**src/rtl/axi_timed_throttle_rab.sv**
```systemverilog
// Transmit-side pacing stage for one valid/ready channel: small FIFO drained
// under a token-bucket rate limit plus a minimum idle gap after each handshake.
module axi_timed_throttle_rab #(
  parameter int DATA_WIDTH    = 32,
  parameter int FIFO_DEPTH    = 4,
  parameter int MAX_TOKENS    = 4,
  parameter int REFILL_PERIOD = 8,
  parameter int MIN_GAP       = 1
) (
  input  logic                  clk,
  input  logic                  rstn,
  input  logic                  valid_in,
  input  logic [DATA_WIDTH-1:0] data_in,
  output logic                  ready_out,
  output logic [DATA_WIDTH-1:0] data_out,
  output logic                  valid_out,
  input  logic                  ready_in,
  output logic                  throttled_o
);

  localparam int AW = $clog2(FIFO_DEPTH);
  localparam int CW = AW + 1;
  localparam int TW = $clog2(MAX_TOKENS + 1);
  localparam int GW = ($clog2(MIN_GAP + 1) > 1) ? $clog2(MIN_GAP + 1) : 1;
  localparam int RW = ($clog2(REFILL_PERIOD) > 1) ? $clog2(REFILL_PERIOD) : 1;

  logic [DATA_WIDTH-1:0] buffer_reg [FIFO_DEPTH];
  logic [AW-1:0]         wr_ptr_reg;
  logic [AW-1:0]         rd_ptr_reg;
  logic [CW-1:0]         count_reg;
  logic [TW-1:0]         tokens_reg;
  logic [GW-1:0]         gap_reg;
  logic [RW-1:0]         refill_reg;

  logic full;
  logic push;
  logic pop;
  logic refill;

  assign full        = (count_reg == CW'(FIFO_DEPTH));
  assign ready_out   = !full;
  assign push        = valid_in && !full;
  assign valid_out   = (count_reg != '0) && (tokens_reg != '0) && (gap_reg == '0);
  assign pop         = valid_out && ready_in;
  assign data_out    = buffer_reg[rd_ptr_reg];
  assign throttled_o = (count_reg != '0) && !valid_out;
  assign refill      = (refill_reg == RW'(REFILL_PERIOD - 1));

  // Each storage entry is its own register so it can be cleared by reset.
  generate
    for (genvar gi = 0; gi < FIFO_DEPTH; gi++) begin : g_entry
      always_ff @(posedge clk or negedge rstn) begin
        if (!rstn) begin
          buffer_reg[gi] <= '0;
        end else if (push && (wr_ptr_reg == AW'(gi))) begin
          buffer_reg[gi] <= data_in;
        end
      end
    end
  endgenerate

  // Power-of-two depth lets the pointers wrap by natural overflow.
  always_ff @(posedge clk or negedge rstn) begin
    if (!rstn) begin
      wr_ptr_reg <= '0;
      rd_ptr_reg <= '0;
      count_reg  <= '0;
    end else begin
      if (push) wr_ptr_reg <= wr_ptr_reg + AW'(1);
      if (pop)  rd_ptr_reg <= rd_ptr_reg + AW'(1);
      case ({push, pop})
        2'b10:   count_reg <= count_reg + CW'(1);
        2'b01:   count_reg <= count_reg - CW'(1);
        default: count_reg <= count_reg;
      endcase
    end
  end

  always_ff @(posedge clk or negedge rstn) begin
    if (!rstn) begin
      gap_reg    <= '0;
      refill_reg <= '0;
      tokens_reg <= TW'(MAX_TOKENS);
    end else begin
      if (pop) begin
        gap_reg <= GW'(MIN_GAP);
      end else if (gap_reg != '0) begin
        gap_reg <= gap_reg - GW'(1);
      end

      refill_reg <= refill ? '0 : refill_reg + RW'(1);

      // A refill coinciding with a pop cancels out, keeping the bucket level.
      if (refill && !pop) begin
        if (tokens_reg != TW'(MAX_TOKENS)) tokens_reg <= tokens_reg + TW'(1);
      end else if (pop && !refill) begin
        tokens_reg <= tokens_reg - TW'(1);
      end
    end
  end

endmodule

```
**config.mk**
```make
export PLATFORM = sky130hd
export DESIGN_NAME = axi_timed_throttle_rab
export DESIGN_NICKNAME = d
export VERILOG_FILES = /design/src/rtl/axi_timed_throttle_rab.sv
export SDC_FILE = /design/constraint.sdc
export NUM_CORES = 1
export LEC_CHECK = 0
export ABC_AREA = 1
export BUFFER_PORTS_ARGS = -buffer_cell sky130_fd_sc_hd__buf_2
export CORE_ASPECT_RATIO = 1.75
export CORE_MARGIN = 3
export CORE_UTILIZATION = 30
export CTS_BUF_LIST = sky130_fd_sc_hd__clkbuf_8 sky130_fd_sc_hd__clkbuf_16
export DETAILED_ROUTE_END_ITERATION = 6
export HOLD_SLACK_MARGIN = 0.03
export MAX_ROUTING_LAYER = met4
export PLACE_DENSITY = 0.51
export SETUP_SLACK_MARGIN = 0.1
export SLEW_MARGIN = 0
export SYNTH_ARGS = -nofsm -noshare
export SYNTH_HDL_FRONTEND = slang
export SYNTH_SLANG_ARGS = --single-unit
export TNS_END_PERCENT = 20
```
**constraint.sdc**
```tcl
create_clock -name clk -period 2.05 [get_ports clk]
set_input_delay 0.615 -clock clk [delete_from_list [all_inputs] [get_ports clk]]
set_output_delay 0.615 -clock clk [all_outputs]
set_load 0.03 [all_outputs]
```
==> results of run 1 <==
-- critical path, delay by kind of cell (launching register included) --
kind | cells | cell delay, ns
AOI/OAI and AO/OA | 1 | 0.24
buffers and inverters | 3 | 0.47
DFF | 1 | 0.49
and+or+nand+nor | 1 | 0.06
-- layout by cell type (no fill, tap or decap), types with 3 or more instances in the layout --
cell type / n
ha_1: 7
o22ai_1: 4
nand2_2: 3
buf_2: 36
o21ai_0: 26
buf_6: 31
inv_2: 4
nor2_1: 65
buf_4: 16
nand3_1: 3
dfrtp_1: 140
buf_12: 15
o22ai_2: 28
mux2_2: 8
o21ai_1: 38
mux2_4: 120
clkbuf_16: 18
nand2_1: 8
xor2_1: 4
inv_1: 19
nor2_2: 7
nor2_8: 4
-- worst max-delay path by stage --
stage               depth (start not counted)                       end  slack (ns)
floorplan                                   6              data_out[11]       -0.01
detailed placement                          9  count_reg[2]$_DFFE_PN0P_        0.04
global placement                            9  count_reg[2]$_DFFE_PN0P_      -0.001
finish                                      5               data_out[7]       -0.25
CTS                                         5              data_out[16]       -0.27
global route                                5              data_out[25]       -0.30
-- cell type report --
type                            count  area (um2)
Fill cell                        2095       14060
Sequential cell                   142        3556
Multi-Input combinational cell    340        3313
Timing Repair Buffer              100        1002
Clock buffer                       19       452.9
Tap cell                          300       375.4
Clock inverter                     13       91.34
Inverter                           17       71.32
Antenna cell                        2       5.005
-- power by group --
group          switching, W  leakage, nW  internal, W  total [W]
Sequential         0.000878         1.69      0.00425    0.00512
Clock               0.00115        0.292      0.00170    0.00285
Combinational       0.00479         2.07      0.00490    0.00969
-- cells in the mapped netlist --
cell type	count
a21oi_1	2
buf_12	12
buf_2	4
buf_4	1
clkbuf_1	15
dfrtp_1	141
dfstp_2	1
fa_1	2
ha_1	7
inv_1	15
inv_2	2
mux2_2	8
mux2_4	120
nand2_1	10
nand2_2	1
nand2_8	1
nand3_1	4
nand3_4	1
nand3b_1	2
nand4_1	2
nor2_1	72
nor2_4	1
nor2_8	4
o21ai_0	66
o22ai_1	32
xnor2_1	1
xor2_1	4
-- timing repair --
| action | in CTS | in global routing |
|---|---|---|
| cloned | 1 | 1 |
| setup buffers | 0 | 0 |
| setup endpoints to repair | 35 | 36 |
| pin swaps | 4 | 12 |
| resized for setup | 50 | 101 |
-- kinds of logic (layout without fill, tap and decap cells) --
| family | Yosys count | in the layout | synth area share |
|---|---|---|---|
| flops | 142 | 142 | 0.5052 |
| mux | 128 | 128 | 0.2688 |
| compound gates | 100 | 100 | 0.07681 |
| simple gates | 98 | 98 | 0.06970 |
| buf+inv | 49 | 149 | 0.05512 |
| fa+ha+maj | 9 | 9 | 0.01814 |
| xor+xnor | 5 | 5 | 0.006223 |
| other cells | 0 | 2 | 0 |
-- per-layer routing --
layer	GRT usage	wire length, um
met3	0.03276	558
met2	0.2385	9143
met5	-	0
met4	0.05996	439
met1	0.1717	7106
-- metrics by stage --
stage | utilization | std cells | TNS (ns)
2_1_floorplan | - | 531 | -0.1299
3_3_place_gp | 0.3462 | 897 | -0.001186
3_5_place_dp | 0.3462 | 897 | 0
4_1_cts | 0.3770 | 930 | -7.486
5_1_grt | 0.3868 | 933 | -8.259
6_report | 0.3868 | 933 | -5.976
==> metrics, run 1 <==
status finished, violations left; failing checks negative setup slack; largest net degree at the start of global routing 51; die area 25400 um2; worst rel slew slack 0.6476; R2R Path End count_reg[2]$_DFFE_PN0P_; Ys Warns 0; dominant cells by area after synthesis dfrtp_1 50%, mux2_4 26%, o21ai_0 4.7%; All-Layer GR Usage 0.1455; total iterations of the first detailed-routing run 4; Final Net Count 663; final WL 17250 um; cell count after synthesis 531; Seq cells post-synth 142; first-pass GRT wire length 27880 um; worst r2r path cells 10; Vias 4445; worst reg2reg setup slack 0.16 ns; clock-pin transition on the worst setup and hold timing paths 0.06 ns; FP Rows 73; mean routed wirelength per cell 18.49 um; Synth Area per Inst 13.25 um2; # clock sinks 142; worst min path class input pin to asynchronous set/reset pin; minimum clock period 2.297 ns; post-synth cell types 27; CP Launch Point rd_ptr_reg[0]$_DFFE_PN0P_; crit path launch type register; post-route ant nets 0; Reg-to-Reg Start tokens_reg[2]$_DFFE_PN1P_; synthesized area 7037 um2; Setup Skew 0.01200 ns; Placed Area 7938 um2; critical path cell sequence inv_8 > buf_12 > nor2_1 > o22ai_2 > buf_6; # setup viols final 33; area grow syn2layout 26.01%; cts hold-fix bufs 0; initial antenna violation count 2; maximum clock rate 0.4353 GHz; post-synth top area share 0.5014; Final HPWL DP 11130 um; cts bufs inserted 17; H-tree lvl count 4; Worst Path Arrival 1.68 ns; I/O pin count 71; Die Span Y 208.6 um; Pins Over Slew Limit 0; Seq/Total Area, Yosys 0.5052; CP required 1.43 ns; worst setup margin -0.2471 ns; Core Region 22930 um2; Die X 121.8 um; First DRT Iteration DRCs 137; crit path capture type output port; fin crit share 1.121; RSZ-0062 raised after global routing yes; share of cells above drive strength 1 0.4929; vias in the first global route 4976; Crit-path slowest cell dfrtp_2; clock tree root buffer cell clkbuf_16; Initial Util 0.3069; Placer Congestion 0.8024; peak supply drop 0.0008937 V; Clock Path Buffers 2; pwr/cell area 1992 nW/um2; CP peak stage delay 0.49 ns; CTS tree yes; syn nets 576; post-DR vias/cell 4.764; Final Hold Fails 0; P_leak 4.046 nW; critical path class register to output port; CP Max Fanout 9; leading area contributor after synthesis dfrtp_1; drt drc 0; Hold Worst Slack 0.1583 ns; number of flip-flops in the largest register 128; post-route cell area 8867 um2; Final Power 0.01767 W; clock latency on the worst-skew pair 0.42 ns; GRT overflow 0; port bufs 70; Placement Setup Slack 0.03595 ns; Max-cap violations 0; Slew @ Worst Pin 0.5286 ns
(Power assumes the default switching activity.)
==> run 2: changes to the inputs <==
--- a/config.mk
+++ b/config.mk
@@ -7,15 +7,19 @@
 export LEC_CHECK = 0
 export ABC_AREA = 1
 export BUFFER_PORTS_ARGS = -buffer_cell sky130_fd_sc_hd__buf_2
+export CELL_PAD_IN_SITES_DETAIL_PLACEMENT = 1
+export CELL_PAD_IN_SITES_GLOBAL_PLACEMENT = 2
 export CORE_ASPECT_RATIO = 1.75
 export CORE_MARGIN = 3
 export CORE_UTILIZATION = 30
 export CTS_BUF_LIST = sky130_fd_sc_hd__clkbuf_8 sky130_fd_sc_hd__clkbuf_16
+export CTS_CLUSTER_SIZE = 10
 export DETAILED_ROUTE_END_ITERATION = 6
 export HOLD_SLACK_MARGIN = 0.03
 export MAX_ROUTING_LAYER = met4
-export PLACE_DENSITY = 0.51
+export PLACE_DENSITY = 0.66
 export SETUP_SLACK_MARGIN = 0.1
+export SKIP_LAST_GASP = 1
 export SLEW_MARGIN = 0
 export SYNTH_ARGS = -nofsm -noshare
 export SYNTH_HDL_FRONTEND = slang
==> metrics, run 2 (synthesis gave the netlist of run 1 again) <==
status finished, violations left (unchanged); failing checks negative setup slack (unchanged); Final HPWL DP 11770 um (was 11130 um); area grow syn2layout 25.50% (was 26.01%); largest net degree at the start of global routing 56 (was 51); worst r2r path cells 10 (unchanged); mean routed wirelength per cell 19.43 um (was 18.49 um); minimum clock period 2.293 ns (was 2.297 ns); Final Non-Filler Cells 931 (was 933); CTS tree yes (unchanged); worst setup margin -0.2427 ns (was -0.2471 ns); post-route ant nets 0 (unchanged); RSZ-0062 raised after global routing yes (unchanged); worst min path class input pin to asynchronous set/reset pin (unchanged); TNS Setup -6.527 ns (was -5.976 ns); Placement Setup Slack -0.008684 ns (was 0.03595 ns); peak supply drop 0.0009760 V (was 0.0008937 V); die area 25400 um2 (unchanged); # clock sinks 142 (unchanged); Placer Congestion 0.7509 (was 0.8024); pwr/cell area 2023 nW/um2 (was 1992 nW/um2); Filler Cell Count 2389 (was 2095); Initial Util 0.3069 (unchanged); cts bufs inserted 17 (unchanged); total iterations of the first detailed-routing run 4 (unchanged); initial antenna violation count 0 (was 2); Placed Instances 897 (unchanged); FP Rows 73 (unchanged); Pins Over Slew Limit 0 (unchanged); n_diodes 0 (was 2); P_leak 4.049 nW (was 4.046 nW); clock latency on the worst-skew pair 0.43 ns (was 0.42 ns); Worst Path Arrival 1.68 ns (about the same); Setup Skew 0.006442 ns (was 0.01200 ns); share of cells above drive strength 1 0.4739 (was 0.4929); post-route cell area 8831 um2 (was 8867 um2); vias in the first global route 5220 (was 4976); clock tree root buffer cell clkbuf_16 (unchanged); maximum clock rate 0.4362 GHz (was 0.4353 GHz); clock-pin transition on the worst setup and hold timing paths 0.06 ns (about the same); First DRT Iteration DRCs 96 (was 137); crit path capture type output port (unchanged); Core Region 22930 um2 (unchanged); I/O pin count 71 (unchanged); CP required 1.43 ns (about the same); most frequent cells in the layout 139 x dfrtp_1, 120 x mux2_4, 72 x nor2_1 (was 140 x dfrtp_1, 120 x mux2_4, 65 x nor2_1); first-pass GRT wire length 29440 um (was 27880 um); drt drc 0 (unchanged); R2R Path End count_reg[2]$_DFFE_PN0P_ (unchanged); Die X 121.8 um (unchanged); post-DR vias/cell 4.818 (was 4.764); CP Max Fanout 6 (was 9); commonest non-fill, non-tap cell in the layout dfrtp_1 (unchanged); Reg-to-Reg Start tokens_reg[2]$_DFFE_PN1P_ (unchanged); Clock Path Buffers 2 (unchanged); # setup viols final 34 (was 33); cts hold-fix bufs 0 (unchanged); All-Layer GR Usage 0.1550 (was 0.1455); Max-cap violations 0 (unchanged); Slew @ Worst Pin 0.5861 ns (was 0.5286 ns); worst reg2reg setup slack 0.06 ns (was 0.16 ns); H-tree lvl count 4 (unchanged); Placed Area 7975 um2 (was 7938 um2); Final Hold Fails 0 (unchanged); fin crit share 1.118 (was 1.121); critical path class register to output port (unchanged); Final Net Count 664 (was 663); number of flip-flops in the largest register 128 (unchanged); GRT overflow 0 (unchanged); worst rel slew slack 0.6093 (was 0.6476); port bufs 70 (unchanged); Die Span Y 208.6 um (unchanged); final WL 18090 um (was 17250 um); crit path launch type register (unchanged); Hold Worst Slack 0.1554 ns (was 0.1583 ns); Vias 4486 (was 4445)
-- run 2: worst max-delay path, stage by stage, from the launching register on --
cell      delay (ns)
dfrtp_2         0.45
clkinv_4        0.14
buf_4           0.16
o21ai_0         0.20
o22ai_2         0.12
buf_4           0.19
-- run 2: metrics by stage --
stage                     utilization  power (W)
after global routing           0.3852    0.01897
after CTS                      0.3839    0.01804
after global placement         0.3479    0.01348
after floorplan                     -    0.01139
after detailed placement       0.3479    0.01373
final                          0.3852    0.01787
-- run 2: worst max path at each step --
stage | from | to | slack, ns | depth (start not counted)
after global placement | ready_in | count_reg[2]$_DFFE_PN0P_ | -0.05 | 9
after global routing | rd_ptr_reg[0]$_DFFE_PN0P_ | data_out[26] | -0.33 | 4
after detailed placement | ready_in | count_reg[2]$_DFFE_PN0P_ | -0.009 | 9
after floorplan | rd_ptr_reg[0]$_DFFE_PN0P_ | data_out[11] | -0.01 | 6
after CTS | rd_ptr_reg[0]$_DFFE_PN0P_ | data_out[18] | -0.30 | 5
final | rd_ptr_reg[0]$_DFFE_PN0P_ | data_out[25] | -0.24 | 5
-- run 2: cell type report --
cell class	instances	area [um2]	share of cell area
Multi-Input combinational cell	340	3248	0.3678
Sequential cell	142	3557	0.4028
Timing Repair Buffer	101	888.4	0.1006
Clock inverter	12	240.2	0.02720
Tap cell	300	375.4	0.04250
Inverter	17	68.82	0.007793
Clock buffer	19	452.9	0.05129
-- run 2: metal layers --
layer | routed length (um) | GRT usage | vias to the layer above
met2 | 9925 | 0.2708 | 56
met1 | 7518 | 0.1772 | 2387
met4 | 206 | 0.04217 | 0
li1 | - | - | 2027
met3 | 441 | 0.03493 | 16
met5 | 0 | - | -
-- run 2: what timing repair did --
item / in CTS / in global routing
pin swaps: 2 / 2
setup endpoints to repair: 35 / 36
gates resized for setup: 37 / 32
cloned: 1 / 0
buffers inserted: 1 / 1
endpoints found under the hold margin: 0 / 0
-- run 2: power by group --
group / switching, W / total, W / internal [W]
combinational: 0.00465 / 0.00910 / 0.00445
clock: 0.00121 / 0.00367 / 0.00245
sequential: 0.000849 / 0.00510 / 0.00425
total: 0.00671 / 0.0179 / 0.0112
==> run 3: changes to the inputs <==
--- a/config.mk
+++ b/config.mk
@@ -17,7 +17,7 @@
 export DETAILED_ROUTE_END_ITERATION = 6
 export HOLD_SLACK_MARGIN = 0.03
 export MAX_ROUTING_LAYER = met4
-export PLACE_DENSITY = 0.66
+export PLACE_DENSITY = 0.7
 export SETUP_SLACK_MARGIN = 0.1
 export SKIP_LAST_GASP = 1
 export SLEW_MARGIN = 0
==> metrics, run 3 (synthesis gave the netlist of run 1 again) <==
status finished, violations left (unchanged); failing checks negative setup slack (unchanged); worst r2r path cells 10 (unchanged); port bufs 70 (unchanged); mean routed wirelength per cell 21.31 um (was 19.43 um); pwr/cell area 2074 nW/um2 (was 2023 nW/um2); share of cells above drive strength 1 0.5898 (was 0.4739); crit path capture type output port (unchanged); clock tree root buffer cell clkbuf_16 (unchanged); critical path class register to output port (unchanged); die area 25400 um2 (unchanged); drt drc 0 (unchanged); # clock sinks 142 (unchanged); critical path cell sequence buf_8 > buf_12 > o21ai_0 > o22ai_2 > buf_6 (was clkinv_4 > buf_4 > o21ai_0 > o22ai_2 > buf_4); peak supply drop 0.0008791 V (was 0.0009760 V); fin crit share 1.122 (was 1.118); Worst Path Arrival 1.68 ns (about the same); Clock Path Buffers 2 (unchanged); worst min path class input pin to asynchronous set/reset pin (unchanged); All-Layer GR Usage 0.1697 (was 0.1550); RSZ-0062 raised after global routing yes (unchanged); commonest non-fill, non-tap cell in the layout dfrtp_1 (unchanged); Final HPWL DP 12260 um (was 11770 um); Pins Over Slew Limit 0 (unchanged); H-tree lvl count 4 (unchanged); CTS tree yes (unchanged); P_leak 4.277 nW (was 4.049 nW); Initial Util 0.3069 (unchanged); Slew @ Worst Pin 0.4794 ns (was 0.5861 ns); post-DR vias/cell 4.892 (was 4.818); FP Rows 73 (unchanged); Final Net Count 679 (was 664); GRT overflow 0 (unchanged); vias in the first global route 5416 (was 5220); worst setup margin -0.2491 ns (was -0.2427 ns); total iterations of the first detailed-routing run 4 (unchanged); CP peak stage delay 0.44 ns (was 0.45 ns); final WL 20160 um (was 18090 um); Crit-path slowest cell dfrtp_2 (unchanged); Core Region 22930 um2 (unchanged); initial antenna violation count 0 (unchanged); area grow syn2layout 36.68% (was 25.50%); cts hold-fix bufs 0 (unchanged); Final Power 0.01994 W (was 0.01787 W); post-route ant nets 0 (unchanged); worst rel slew slack 0.6804 (was 0.6093); most frequent cells in the layout 139 x dfrtp_1, 120 x mux2_4, 37 x buf_2 (was 139 x dfrtp_1, 120 x mux2_4, 72 x nor2_1); clock-pin transition on the worst setup and hold timing paths 0.06 ns (about the same); CP required 1.43 ns (about the same); Placement Setup Slack -0.002054 ns (was -0.008684 ns); number of flip-flops in the largest register 128 (unchanged); # setup viols final 34 (unchanged); first-pass GRT wire length 31740 um (was 29440 um); maximum clock rate 0.4350 GHz (was 0.4362 GHz); Die Span Y 208.6 um (unchanged); clock latency on the worst-skew pair 0.44 ns (was 0.43 ns); Setup Skew 0.008939 ns (was 0.006442 ns); Final Hold Fails 0 (unchanged); First DRT Iteration DRCs 212 (was 96); TNS Setup -7.436 ns (was -6.527 ns); Vias 4628 (was 4486); Die X 121.8 um (unchanged); I/O pin count 71 (unchanged); Max-cap violations 0 (unchanged); Filler Cell Count 2310 (was 2389); CP Max Fanout 12 (was 6); crit path launch type register (unchanged); n_diodes 0 (unchanged); Placer Congestion 0.7844 (was 0.7509); minimum clock period 2.299 ns (was 2.293 ns); largest net degree at the start of global routing 49 (was 56); cts bufs inserted 17 (unchanged)
[run 3: changes by cell type in the layout (fill, tap and decap cells not counted), moves of 20 or more]
cell     change
o21ai_2     +22
o21ai_0     -29
buf_6       +24
nor2_4      +21
buf_4       -20
nor2_1      -37
[run 3: area by class of cell]
cell class / instances / area (um2) / share of cell area
multi-input cells: 340 / 3655 / 0.3800
flip-flops and latches: 142 / 3557 / 0.3698
repair buffers: 116 / 1379 / 0.1434
clock buffers: 21 / 480.5 / 0.04995
well taps: 300 / 375.4 / 0.03903
clock inverters: 10 / 97.59 / 0.01015
inverters: 17 / 73.82 / 0.007675
[run 3: timing repair]
action / in CTS / in global routing
buffers inserted: 8 / 0
cloned: 5 / 4
resized for setup: 106 / 145
pin swaps: 11 / 21
setup endpoints to repair: 35 / 37
[run 3: metrics by stage]
stage / hold slack (ns) / cells / util / cell area (um2)
floorplan: 0.3194 / 531 / - / 7168
global placement: 0.4154 / 899 / 0.3491 / 8003
detailed placement: 0.4244 / 899 / 0.3491 / 8003
CTS: 0.1279 / 943 / 0.3975 / 9114
global route: 0.1408 / 946 / 0.4195 / 9618
finish: 0.1188 / 946 / 0.4195 / 9618
[run 3: where the power goes]
| part | internal (W) | total [W] | switching (W) |
|---|---|---|---|
| registers | 0.00425 | 0.00536 | 0.00111 |
| logic | 0.00591 | 0.0115 | 0.00556 |
| clock network | 0.00189 | 0.00312 | 0.00123 |
| total | 0.0120 | 0.0199 | 0.00790 |
[run 3: critical path, delay by kind of cell, from the launching register on]
kind                   cells  cell delay [ns]
AOI/OAI and AO/OA          2             0.36
buffers and inverters      3             0.44
DFF                        1             0.44
[run 3: worst paths after layout]
check | slack [ns] | from | endpoint
setup / recovery | -0.25 | rd_ptr_reg[0]$_DFFE_PN0P_ | data_out[25]
hold / removal | 0.12 | rstn | count_reg[2]$_DFFE_PN0P_
setup reg to reg | 0.07 | tokens_reg[2]$_DFFE_PN1P_ | count_reg[2]$_DFFE_PN0P_
hold reg to reg | 0.43 | refill_reg[0]$_DFF_PN0_ | refill_reg[0]$_DFF_PN0_
max in group asynchronous | 1.31 | rstn | buffer_reg[24]$_DFFE_PN0P_
min in group clk | 0.43 | refill_reg[0]$_DFF_PN0_ | refill_reg[0]$_DFF_PN0_
[run 3: metal layers]
metal	part of all wire	GRT usage
met1	0.39	0.1907
met5	0	-
met3	0.032	0.03439
met4	0.024	0.06499
met2	0.55	0.2937
